### src/rtl/vending_machine_pn.sv
// Parametrised vending controller: coin credit, cancel/refund, stock tracking and
// unit-by-unit change dispensing under a valid/ack handshake. All outputs registered.
module vending_machine_pn #(
  parameter int PRICE       = 5,
  parameter int COIN_LO_VAL = 1,
  parameter int COIN_HI_VAL = 2,
  parameter int CREDIT_W    = 4,
  parameter int STOCK_INIT  = 4,
  parameter int STOCK_W     = 4
) (
  input  logic                clk,
  input  logic                rstn,
  input  logic [1:0]          coin,
  input  logic                cancel,
  input  logic                change_ack,
  input  logic                refill,
  output logic                sell,
  output logic                coin_reject,
  output logic                change_valid,
  output logic [CREDIT_W-1:0] change_rem,
  output logic [CREDIT_W-1:0] credit,
  output logic [STOCK_W-1:0]  stock,
  output logic                sold_out
);

  localparam int SW = CREDIT_W + 1;
  localparam logic [SW-1:0] PRICE_S  = SW'(PRICE);
  localparam logic [SW-1:0] LO_VAL_S = SW'(COIN_LO_VAL);
  localparam logic [SW-1:0] HI_VAL_S = SW'(COIN_HI_VAL);

  typedef enum logic [1:0] {IDLE, COLLECT, VEND, CHANGE} state_t;

  state_t              state, state_next;
  logic [CREDIT_W-1:0] credit_next, change_rem_next;
  logic [STOCK_W-1:0]  stock_next;
  logic                sell_next, coin_reject_next;
  logic                coin_ok, accept, ack_take, cancel_take;
  logic [SW-1:0]       coin_val, sum;

  // Decode shared by next-state and datapath logic.
  always_comb begin
    coin_ok     = (coin == 2'b01) || (coin == 2'b10);
    coin_val    = (coin == 2'b10) ? HI_VAL_S : LO_VAL_S;
    sum         = {1'b0, credit} + coin_val;
    accept      = ((state == IDLE) || (state == COLLECT)) && !sold_out && coin_ok && !cancel;
    cancel_take = (state == COLLECT) && cancel;
    ack_take    = change_ack && (change_rem != '0);
  end

  // State and output registers.
  always_ff @(posedge clk or negedge rstn) begin
    if (!rstn) begin
      state        <= IDLE;
      credit       <= '0;
      change_rem   <= '0;
      stock        <= STOCK_W'(STOCK_INIT);
      sell         <= 1'b0;
      coin_reject  <= 1'b0;
      change_valid <= 1'b0;
      sold_out     <= 1'b0;
    end else begin
      state        <= state_next;
      credit       <= credit_next;
      change_rem   <= change_rem_next;
      stock        <= stock_next;
      sell         <= sell_next;
      coin_reject  <= coin_reject_next;
      change_valid <= (change_rem_next != '0);
      sold_out     <= (stock_next == '0);
    end
  end

  // Next-state logic.
  always_comb begin
    state_next = state;
    case (state)
      IDLE, COLLECT: begin
        if (cancel_take)
          state_next = CHANGE;
        else if (accept)
          state_next = (sum < PRICE_S) ? COLLECT : VEND;
      end
      VEND:    state_next = (change_rem_next != '0) ? CHANGE : IDLE;
      CHANGE:  if (change_rem_next == '0) state_next = IDLE;
      default: state_next = IDLE;
    endcase
  end

  // Next values of the registered outputs.
  always_comb begin
    credit_next      = credit;
    change_rem_next  = ack_take ? change_rem - CREDIT_W'(1) : change_rem;
    stock_next       = stock;
    sell_next        = 1'b0;
    coin_reject_next = (coin != 2'b00) && !accept;
    if (cancel_take) begin
      change_rem_next = credit;
      credit_next     = '0;
    end else if (accept) begin
      if (sum < PRICE_S) begin
        credit_next = sum[CREDIT_W-1:0];
      end else begin
        credit_next     = '0;
        change_rem_next = CREDIT_W'(sum - PRICE_S);
        stock_next      = stock - STOCK_W'(1);
        sell_next       = 1'b1;
      end
    end
    // Refill wins over a simultaneous vend decrement.
    if (refill)
      stock_next = STOCK_W'(STOCK_INIT);
  end

endmodule

### config.mk
export PLATFORM = sky130hd
export DESIGN_NAME = vending_machine_pn
export DESIGN_NICKNAME = d
export VERILOG_FILES = /design/src/rtl/vending_machine_pn.sv
export SDC_FILE = /design/constraint.sdc
export NUM_CORES = 1
export LEC_CHECK = 0
export ABC_AREA = 1
export CORE_AREA = 4 4 46 65
export DETAILED_ROUTE_END_ITERATION = 12
export DIE_AREA = 0 0 50 69
export HOLD_SLACK_MARGIN = 0.03
export PLACE_DENSITY = 0.75
export SLEW_MARGIN = 20
export SYNTH_ARGS = -nofsm -noshare
export SYNTH_HDL_FRONTEND = slang
export SYNTH_SLANG_ARGS = --single-unit
### constraint.sdc
create_clock -name clk -period 2.59 [get_ports clk]
set_input_delay 0.259 -clock clk [delete_from_list [all_inputs] [get_ports clk]]
set_output_delay 0.259 -clock clk [all_outputs]
set_load 0.02 [all_outputs]
Word-level counts from Yosys, hierarchy flattened
Cells that the tools add are included.
{"block": "totals", "regBits": 18, "input_bits": 7, "out_inout_bits": 16}
{"block": "op_classes", "n_reduce_logical": 20, "n_eq_ne": 7, "addsub": 4, "n_lt_le_gt_ge": 1, "mux": 21}
{"operator": "4-bit two-way mux", "n": 11}
{"operator": "2-bit two-way mux", "n": 6}
{"operator": "4-bit logical NOT", "n": 2}
{"operator": "4-bit nonzero test", "n": 2}
{"operator": "4-bit by 1-bit subtractor with 4-bit output, second input constant", "n": 2}
{"operator": "2-bit equality test, second input constant", "n": 3}
{"operator": "1-bit logical AND", "n": 6}
{"operator": "2-bit case mux with 3 select lines", "n": 1}
{"operator": "4-bit by 2-bit adder with 5-bit output", "n": 1}
{"operator": "5-bit by 3-bit less-than comparator with 1-bit output, second input constant", "n": 1}
{"operator": "2-bit by 1-bit equality test with 1-bit output, second input constant", "n": 2}
{"operator": "2-bit nonzero test", "n": 2}
{"operator": "4-bit by 3-bit subtractor with 4-bit output, second input constant", "n": 1}
{"operator": "1-bit logical NOT", "n": 3}
{"operator": "1-bit two-way mux", "n": 3}
{"operator": "3-bit != test, second input constant", "n": 1}
{"operator": "2-bit logical NOT", "n": 1}
{"operator": "1-bit logical OR", "n": 2}
{"operator": "2-bit != test, second input constant", "n": 1}
{"operator": "2-bit AND reduction", "n": 1}
{"operator": "2-bit OR reduction", "n": 1}

Logic depth before layout (Yosys ltp)
Gate-level depths: netlist of run 1.
{"block": "depth", "depth_word": 10, "mapped_depth": 20, "mapped_depth_nobuf": 20}

Worst setup path before layout of run 1
OpenSTA, ideal clock, no wires.
{"block": "synth_timing", "kind": "input to register", "from": "input coin[0]", "to": "register state[1]", "arrival_ns": 2.256, "n_path_buf": 0, "path_stages": 17, "slack_ns": 0.217, "setup_ns": 0.117, "path_cell_list": "inv_1 ha_1 inv_1 ha_1 fa_1 o211ai_2 nand3_4 nand2_4 nand2_1 nand3_1 nand2_2 nor2_2 nand2_2 nand2_2 nand2_1 nand2_1 nand2_1"}
{"block": "synth_between", "elab_chain_len": 10, "word_cells_on_any_way": 22}
{"item": "from (decl)", "line_no": "13", "source": "input logic [1:0] coin,"}
{"item": "2-bit equality test", "line_no": "42, 43"}
{"item": "2-bit two-way mux", "line_no": "43", "source": "coin_val = (coin == 2'b10) ? HI_VAL_S : LO_VAL_S;"}
{"item": "4-bit by 2-bit adder with 5-bit output", "line_no": "44", "source": "sum = {1'b0, credit} + coin_val;"}
{"item": "4-bit by 3-bit subtractor with 4-bit output or 5-bit by 3-bit less-than comparator with 1-bit output (tied branches)", "line_no": "104, 100"}
{"item": "4-bit two-way mux", "line_no": "100", "source": "if (sum < PRICE_S) begin"}
{"item": "4-bit two-way mux (*)", "line_no": "99", "source": "end else if (accept) begin"}
{"item": "4-bit two-way mux (*)", "line_no": "96", "source": "if (cancel_take) begin"}
{"item": "net change_rem_next[0]", "line_no": "34", "source": "logic [CREDIT_W-1:0] credit_next, change_rem_next;"}
{"item": "4-bit nonzero test or 4-bit logical NOT (tied branches)", "line_no": "83, 84"}
{"item": "2-bit two-way mux or 2-bit != test (tied branches)"}
{"item": "2-bit case mux with 3 select lines or 2-bit AND reduction (tied branches)"}
{"item": "to (signal assigned)", "line_no": "62", "source": "state <= state_next;"}
{"item": "to (decl)", "line_no": "33", "source": "state_t state, state_next;"}
The timed path passes the listed nets; every way through them passes the cells marked *. The select of a mux whose other input is x is not followed.
A chain may end at the register's enable or synchronous reset.

Final worst setup path of run 1
{"block": "layout_timing", "from": "register credit[0]", "to": "register state[1]"}
{"block": "layout_between", "elab_chain_len": 8, "word_cells_on_any_way": 15}
{"item": "from (decl)", "line_no": "21", "source": "output logic [CREDIT_W-1:0] credit,"}
{"item": "from (signal assigned)", "line_no": "63", "source": "credit <= credit_next;"}
{"item": "4-bit by 2-bit adder with 5-bit output (*)", "line_no": "44"}
{"item": "4-bit by 3-bit subtractor with 4-bit output or 5-bit by 3-bit less-than comparator with 1-bit output (tied branches)", "line_no": "104, 100"}
{"item": "4-bit two-way mux (*)", "line_no": "100"}
{"item": "4-bit two-way mux (*)", "line_no": "99"}
{"item": "4-bit two-way mux (*)", "line_no": "96"}
{"item": "net change_rem_next[2]", "line_no": "34"}
{"item": "4-bit nonzero test or 4-bit logical NOT (tied branches)", "line_no": "83, 84"}
{"item": "2-bit two-way mux or 2-bit != test (tied branches)"}
{"item": "2-bit case mux with 3 select lines or 2-bit AND reduction (tied branches)"}
Marked as above.

==> impl_metrics.yaml, run 1 <==
floorplan:
  start_util_pct: 48.8
  fp.dieArea_mm2: 0.00345
  core.rowCount: 21
  die_h_um: 69
  die_x_um: 50
  core_area_mm2: 0.00239
  io_pins: 23
worst_hold_path:
  min-delay-start: "coin[1]"
  holdCritPathClass: "input pin to register"
  worstHoldPathCells: 4
  hold-path-endpoint: "coin_reject"
global_routing:
  grt_pass1_vias: 1150
  grt_usage_pct: 17.0
  antenna_found_initial: 0
  grt_start_max_net_pins: 19
  grt_pass1_wl_mm: 4.66
  grt_remaining_overflow: 0
synth:
  synth_top_family_by_area: "simple AND/OR/NAND/NOR gates"
  synth.area.top_cells: "dfrtp_1 (36%), nand2_1 (14%), inv_1 (8.0%)"
  synth-seq-cells: 18
  synthSimpleGateAreaFrac_pct: 35.0
  yosys.area_share.xor_xnor_pct: 0.750
  seq_area_frac_synth_pct: 38.7
  yosysUniqueCellTypes: 25
  syn_nets: 172
  synth_enable_flop_cells: 0
  ys_warn_count: 0
  yosys-top-cells-count: "nand2_1 (43), inv_1 (25), dfrtp_1 (17)"
  synth_cells: 157
  synth.avg_cell_area_um2: 7.44
  async_flop_share_pct: 100
  synth.area.mux_share_pct: 0
  synth_fa_ha_area_share_pct: 9.22
  yosys.area.top_type: "dfrtp_1"
  syn-cell-area_mm2: 0.00117
  synth_ff_type: "dfrtp_1"
  yosys.area.top_type_share_pct: 36.4
  synth_compound_area_share_pct: 6.97
  yosysMostFrequentCell: "nand2_1"
layout:
  drive_above_1_share_pct: 23.7
  final_util_pct: 68.7
  layout.nets: 214
  n_antenna_cell: 0
  instances_no_fill: 232
  nFillCells: 197
  areaGrowthSynthToFinish_pct: 40.7
critical_path:
  arrival_ps: 2640
  end_kind: "register"
  setup.worst_path.start: "credit[0]"
  r2r_end: "state[1]"
  rrSetupSlack_ps: 160
  required_ps: 2800
  r2r_cells: 15
  worstPathMaxFanout: 4
  worstSetupStartpointType: "register"
  crit_type: "register to register"
  rr_startpoint: "credit[0]"
clock_network:
  cts_max_level: 1
  clkTransAtPathRegs_ps: 110
  clockRootBuffer: "clkbuf_4"
  clock_sinks: 18
  clk_latency_ps: 310
  cts_buffers: 3
  cts_buffer_depth: 2
  cts_tree: "done"
place:
  post-place-cells: 225
  portBuffers: 22
  dp_hpwl_mm: 2.16
  globalplace.congestion: 0.796
timing:
  setup_viol_count_final: 0
  slew_viol_final: 0
  slew_headroom_pct: 43.7
  whs_ps: 374
  finClkSkew_ps: 4.78
  tightest_slew_ps: 843
  fin_crit_sh_pct: 93.8
  rsz0062_at_grt: "no"
  max_freq_ghz: 0.412
  finalCriticalPeriod_ps: 2430
  hold_viol_final: 0
routing:
  avgViaCountPerCell: 5.00
  drt_wl_total_mm: 3.04
  detailedRoute.firstPassIterationCount: 4
  drtIter0Drc: 42
  drcViolationCount: 0
  routedWlPerCell_um: 13.1
  antenna_left: 0
  via_count: 1161
power_and_ir_drop:
  peakVddDrop_v: 0.000557
  p_per_area_mw_per_mm2: 939
  cellLeakagePower_nw: 0.852
outcome:
  outcome: "completed"
flow_run:
  drv_cap: 0
[area by class of cell]
class                           count  area [µm²]  share of cell area (%)
Tap cell                           34        42.5                    2.59
Sequential cell                    18         452                    27.5
Multi-Input combinational cell    111         653                    39.8
Inverter                           27         101                    6.17
Timing Repair Buffer               38         358                    21.8
Clock buffer                        4        36.3                    2.21
[worst max path at each step]
| stage | slack, ps | end |
|---|---|---|
| 2_1_floorplan | 220 | state[1] |
| 3_3_place_gp | -230 | state[1] |
| 5_1_grt | 10 | state[1] |
| 3_5_place_dp | -330 | sold_out |
| 4_1_cts | 1 | sold_out |
| 6_report | 160 | state[1] |
[state kept, by name (all words and copies together), names as in the netlist]
name,flops
sell,1
change_rem,4
state,2
sold_out,1
coin_reject,1
change_valid,1
credit,4
stock,4
[through the flow]
step           TNS, ps  total power [mW]  setup WS, ps  area, µm²
6_report             0              1.54           161       1640
5_1_grt              0              1.66          12.3       1640
4_1_cts              0              1.46          1.44       1570
3_5_place_dp     -1930              1.27          -327       1530
3_3_place_gp     -1190              1.24          -234       1530
2_1_floorplan        0             0.952           217       1170
[critical path: stages (launching register included)]
cell and delay [ps]:
dfrtp_1 460, ha_4 200, fa_2 590, inv_2 50, ha_2 170, xor2_1 180
nand3_1 100, nand2_1 60, nand2_1 60, nand2_2 70, nor2_2 110, nand2_2 80
nand2_2 60, nand2_1 50, nand2_1 60, nand2_1 40
[kinds of logic after synthesis]
logic type | after synthesis
adder cells (fa/ha/maj) | 8
flip-flops | 18
AND/OR/NAND/NOR | 88
AO/OA/AOI/OAI | 14
XOR/XNOR | 1
buffers and inverters | 28
[report_power, final]
group	internal [mW]	total, mW	leakage [nW]	switching [mW]
logic	0.411	0.933	0.601	0.522
clock network	0.0860	0.185	0.0210	0.0992
registers	0.353	0.423	0.230	0.0700
[routing by layer]
metal | global-route usage [%] | up-vias | share of wire [%]
met1 | 19.9 | 528 | 40
met4 | 8.31 | 0 | 4.1
li1 | - | 573 | -
met2 | 29.2 | 48 | 50
met5 | 0 | - | 0
met3 | 2.80 | 12 | 4.9
[cells in the final DEF (no fill, tap or decap), types with 3 or more instances in the layout]
cell type,netlist,layout
nor2_2,2,3
nand2_1,43,43
nand3_1,16,15
dfrtp_1,17,17
inv_1,25,22
o21ai_0,6,6
nor2_1,13,12
buf_4,1,15
nand2_2,8,8
clkbuf_4,0,3
inv_2,2,5
ha_1,7,4
a21oi_1,4,4
clkdlybuf4s50_1,0,20
[repair_timing]
item / 4_1_cts / 5_1_grt
setup endpoints to repair: 3 / 6
hold buffers: 0 / 0
setup buffers: 0 / 3
pin swaps: 1 / 9
resized for setup: 1 / 13
hold endpoints to repair: 0 / 0
Note: power is estimated with default switching activity, not from simulation.
==> run 2, diff against run 1 <==
- PLACE_DENSITY: 0.75 -> default
- PLACE_DENSITY_LB_ADDON: default -> 0.25
==> impl_metrics.yaml, run 2 (same netlist as run 1, synthesis figures left out) <==
place:
  dp_hpwl_mm: 2.09
  portBuffers: 22
  globalplace.congestion: 0.837
layout:
  areaGrowthSynthToFinish_pct: 39.8
  layout_commonest_cell: "nand2_1"
  n_antenna_cell: 0
  final_cell_mix: "nand2_1 (42), inv_1 (22), clkdlybuf4s50_1 (20), dfrtp_1 (17), buf_4 (15)"
  layout.nets: 213
  drive_above_1_share_pct: 23.4
  top_regs: "change_rem x4, credit x4, stock x4"
floorplan:
  core.rowCount: 21
  start_util_pct: 48.8
  die_h_um: 69
  fp.dieArea_mm2: 0.00345
  die_x_um: 50
  io_pins: 23
  core_area_mm2: 0.00239
routing:
  routedWlPerCell_um: 11.7
  via_count: 1144
  antenna_left: 0
  detailedRoute.firstPassIterationCount: 7
  drcViolationCount: 0
  drt_wl_total_mm: 2.71
  avgViaCountPerCell: 4.95
  drtIter0Drc: 14
timing:
  slew_viol_final: 0
  fin_crit_sh_pct: 93.5
  finalCriticalPeriod_ps: 2420
  rsz0062_at_grt: "no"
  setup_viol_count_final: 0
  hold_viol_final: 0
  finClkSkew_ps: 1.35
  whs_ps: 406
  max_freq_ghz: 0.413
  slew_headroom_pct: 47.6
  tightest_slew_ps: 784
clock_network:
  cts_max_level: 1
  cts-hold-fix-buffers: 0
  clockRootBuffer: "clkbuf_4"
  cts_buffers: 3
  clk_latency_ps: 290
  cts_buffer_depth: 2
  clock_sinks: 18
  clkTransAtPathRegs_ps: 100
  cts_tree: "done"
critical_path:
  crit_type: "register to register"
  r2r_cells: 14
  worstSetupStartpointType: "register"
  worstPathMaxFanout: 7
  arrival_ps: 2620
  rrSetupSlack_ps: 170
  rr_startpoint: "credit[0]"
  end_kind: "register"
  required_ps: 2790
  r2r_end: "state[1]"
power_and_ir_drop:
  cellLeakagePower_nw: 0.850
  fin_total_pwr_mw: 1.53
  peakVddDrop_v: 0.000441
  p_per_area_mw_per_mm2: 936
global_routing:
  grt_start_max_net_pins: 19
  grt_pass1_wl_mm: 4.72
  grt_usage_pct: 16.7
  grt_remaining_overflow: 0
  antenna_found_initial: 0
  grt_pass1_vias: 1192
flow_run:
  drv_cap: 0
outcome:
  outcome: "completed"
worst_hold_path:
  holdCritPathClass: "input pin to async pin"
run 2: cell types whose count changed in the layout (fill, tap and decap cells not counted):
cell and change:
nor2_1 +1, nor2_4 +2, o211ai_4 -1, buf_12 -1, fa_1 +1, nand2_4 +1
o211ai_2 +1, nand3_1 -1, nand2_1 -1, fa_2 -1, nand3_2 +1, nor2_2 -3
run 2: area by class of cell:
cell class | instances | area, µm²
fillers | 194 | 759
multi-input cells | 111 | 662
flip-flops and latches | 18 | 452
repair buffers | 37 | 338
inverters | 27 | 101
well taps | 34 | 42.5
clock buffers | 4 | 36.3
run 2: timing repair:
| item | in CTS | in global routing |
|---|---|---|
| resized for setup | 0 | 16 |
| buffers inserted | 0 | 4 |
| hold endpoints to repair | 0 | 0 |
| setup endpoints to repair | 0 | 4 |
run 2: per-stage QoR:
stage / instance area, µm² / std cells / utilization, % / TNS [ps] / setup WS (ps)
after floorplan: 1170 / 157 / - / 0 / 217
after global placement: 1510 / 223 / 63.0 / -990 / -224
after detailed placement: 1510 / 223 / 63.0 / -1530 / -324
after CTS: 1540 / 227 / 64.5 / 0 / 0.630
after global routing: 1630 / 231 / 68.2 / 0 / 1.32
final: 1630 / 231 / 68.2 / 0 / 168
run 2: where the power goes:
group / internal (mW) / leakage (nW) / switching [mW]
combinational: 0.406 / 0.599 / 0.523
sequential: 0.354 / 0.230 / 0.0701
clock: 0.0857 / 0.0210 / 0.0883
run 2: worst max path at each step:
stage,slack [ps],from,endpoint,cells after the start
floorplan,220,coin[0],state[1],17
global placement,-220,coin[0],state[1],18
detailed placement,-320,coin[0],state[1],18
CTS,0.6,coin[0],state[1],18
global route,1,credit[0],state[1],14
finish,170,credit[0],state[1],14
run 2: critical path, cell delays in order (launching register included):
cell and delay (ps):
dfrtp_1 450, ha_4 190, fa_1 510, o211ai_2 270, nand3_4 170, nand2_4 140, nand2_1 60, nand3_1 80
nand2_2 80, nor2_4 100, nand2_4 70, nand2_2 50, nand2_1 40, nand2_1 70, nand2_1 40
run 2: metal layers:
layer / GRT usage (%) / share of wire (%) / vias up
li1: - / - / 570
met1: 17.8 / 40 / 529
met2: 30.8 / 53 / 32
met3: 1.72 / 3.5 / 13
met4: 8.92 / 3.2 / 0
met5: 0 / 0 / -
==> run 3, diff against run 2 <==
- CTS_BUF_LIST: default -> sky130_fd_sc_hd__clkbuf_16
- GPL_ROUTABILITY_DRIVEN: default -> 0
==> impl_metrics.yaml, run 3 (same netlist as run 1, synthesis figures left out) <==
routing:
  drtIter0Drc: 40
  avgViaCountPerCell: 4.89
  via_count: 1148
  antenna_left: 0
  detailedRoute.firstPassIterationCount: 4
  drcViolationCount: 0
  routedWlPerCell_um: 11.9
  drt_wl_total_mm: 2.80
global_routing:
  antenna_found_initial: 0
  grt_pass1_vias: 1244
  grt_start_max_net_pins: 19
  grt_usage_pct: 18.6
  grt_pass1_wl_mm: 5.10
  grt_remaining_overflow: 0
worst_hold_path:
  holdCritPathClass: "input pin to async pin"
power_and_ir_drop:
  p_clk_share_pct: 18.4
  p_switching_uw: 702
  combPwrFrac_pct: 56.2
  p_int_uw: 982
  switching_share_pct: 41.7
  seqPwrFrac_pct: 25.4
  fin_total_pwr_mw: 1.68
  p_per_area_mw_per_mm2: 1000
  peakVddDrop_v: 0.000494
  cellLeakagePower_nw: 0.871
timing:
  fin_tns_setup_ps: 0
  slew_viol_final: 0
  hold_viol_final: 0
  max_freq_ghz: 0.408
  setup_viol_count_final: 0
  tightest_slew_ps: 775
  slew_headroom_pct: 48.2
  whs_ps: 463
  finClkSkew_ps: 2.67
  finalCriticalPeriod_ps: 2450
  fin_crit_sh_pct: 94.5
critical_path:
  worstPathMaxFanout: 6
  required_ps: 2730
  rrSetupSlack_ps: 190
  worst-path-stages: 18
  cp_num_buf_inv: 3
  crit_family: "simple AND/OR/NAND/NOR gates"
  cp_slowest_cell: "fa_1"
  path_common_cell: "nand2_1"
  crit_path_max_incr_delay_ps: 480
  r2r_cells: 14
  crit_type: "input pin to register"
  worstSetupStartpointType: "input pin"
  path_cells: "dlygate4sd2_1 -> inv_2 -> ha_2 -> inv_2 -> ha_4 -> fa_1 -> o211ai_2 -> nand3_4 -> nand2_4 -> nand2_1 -> nand3_1 -> nand2_2 -> nor2_4 -> nand2_4 -> nand2_2 -> nand2_1 -> nand2_1 -> nand2_1"
  arrival_ps: 2590
  end_kind: "register"
floorplan:
  fp.dieArea_mm2: 0.00345
  core_area_mm2: 0.00239
  die_h_um: 69
  io_pins: 23
  die_x_um: 50
  start_util_pct: 48.8
  core.rowCount: 21
layout:
  top_regs: "change_rem x4, credit x4, stock x4"
  layout_commonest_cell: "nand2_1"
  areaGrowthSynthToFinish_pct: 43.8
  nFillCells: 190
  drive_above_1_share_pct: 23.4
  n_antenna_cell: 0
  layout.nets: 217
  final_cell_mix: "nand2_1 (42), inv_1 (22), clkdlybuf4s50_1 (20), buf_4 (19), dfrtp_1 (17)"
flow_run:
  drv_cap: 0
clock_network:
  clockRootBuffer: "clkbuf_16"
  clkTransAtPathRegs_ps: 50
  cts_buffer_depth: 2
  clk_latency_ps: 250
  cts_max_level: 1
  cts-hold-fix-buffers: 0
  clock_sinks: 18
  cts_buffers: 3
  cts_tree: "done"
place:
  dp_hpwl_mm: 2.09
  portBuffers: 22
outcome:
  outcome: "completed"
==> run 3: per-stage QoR <==
| step | setup WS [ps] | cell area (µm²) | instances | utilization [%] |
|---|---|---|---|---|
| 2_1_floorplan | 217 | 1170 | 157 | - |
| 3_3_place_gp | -224 | 1510 | 223 | 63.0 |
| 3_5_place_dp | -324 | 1510 | 223 | 63.0 |
| 4_1_cts | 147 | 1650 | 233 | 69.0 |
| 5_1_grt | -6.24 | 1680 | 235 | 70.2 |
| 6_report | 141 | 1680 | 235 | 70.2 |
==> run 3: worst paths after layout <==
kind	to	start
max	state[1]	coin[0]
min	stock[1]	rstn
max reg2reg	state[1]	credit[0]
min reg2reg	state[1]	state[1]
max in group asynchronous	change_rem[2]	rstn
min in group clk	coin_reject	coin[1]
==> run 3: routing by layer <==
layer | vias up | global-route usage [%] | part of all wire (%)
met1 | 533 | 19.2 | 40
met4 | 0 | 11.1 | 2.0
met2 | 33 | 33.3 | 55
met5 | - | 0 | 0
li1 | 577 | - | -
met3 | 5 | 3.45 | 3.5
==> run 3: cell type report <==
cell class                 instances  area (µm²)  share of cell area [%]
tap                               34        42.5                    2.53
sequential                        18         452                    26.9
clock buffer                       3        75.1                    4.47
inverter                          27         101                    6.04
timing repair buffer              41         360                    21.5
clock inverter                     1        3.75                   0.224
multi-input combinational        111         644                    38.4
==> run 3: power groups by stage <==
stage	sequential [mW]	clock (mW)	combinational [mW]
2_1_floorplan	0.484	0	0.468
3_3_place_gp	0.426	0	0.804
3_5_place_dp	0.429	0	0.827
4_1_cts	0.427	0.316	0.878
5_1_grt	0.438	0.332	1.06
6_report	0.427	0.310	0.947
==> run 3: worst register-to-register path, cell delays in order, from the launching register on <==
cell      delay, ps
dfrtp_1         440
ha_4            190
fa_1            480
o211ai_2        290
nand3_4         150
nand2_4         120
nand2_1          50
nand3_1          70
nand2_2          90
nor2_4          130
nand2_4          70
nand2_2          60
nand2_1          40
nand2_1          60
nand2_1          40
==> run 3: timing repair <==
| action | CTS | global route |
|---|---|---|
| setup endpoints to repair | 3 | 2 |
| endpoints found under the hold margin | 0 | 0 |
| gates resized for setup | 9 | 4 |
| setup buffers | 6 | 2 |
| pin swaps | 11 | 9 |
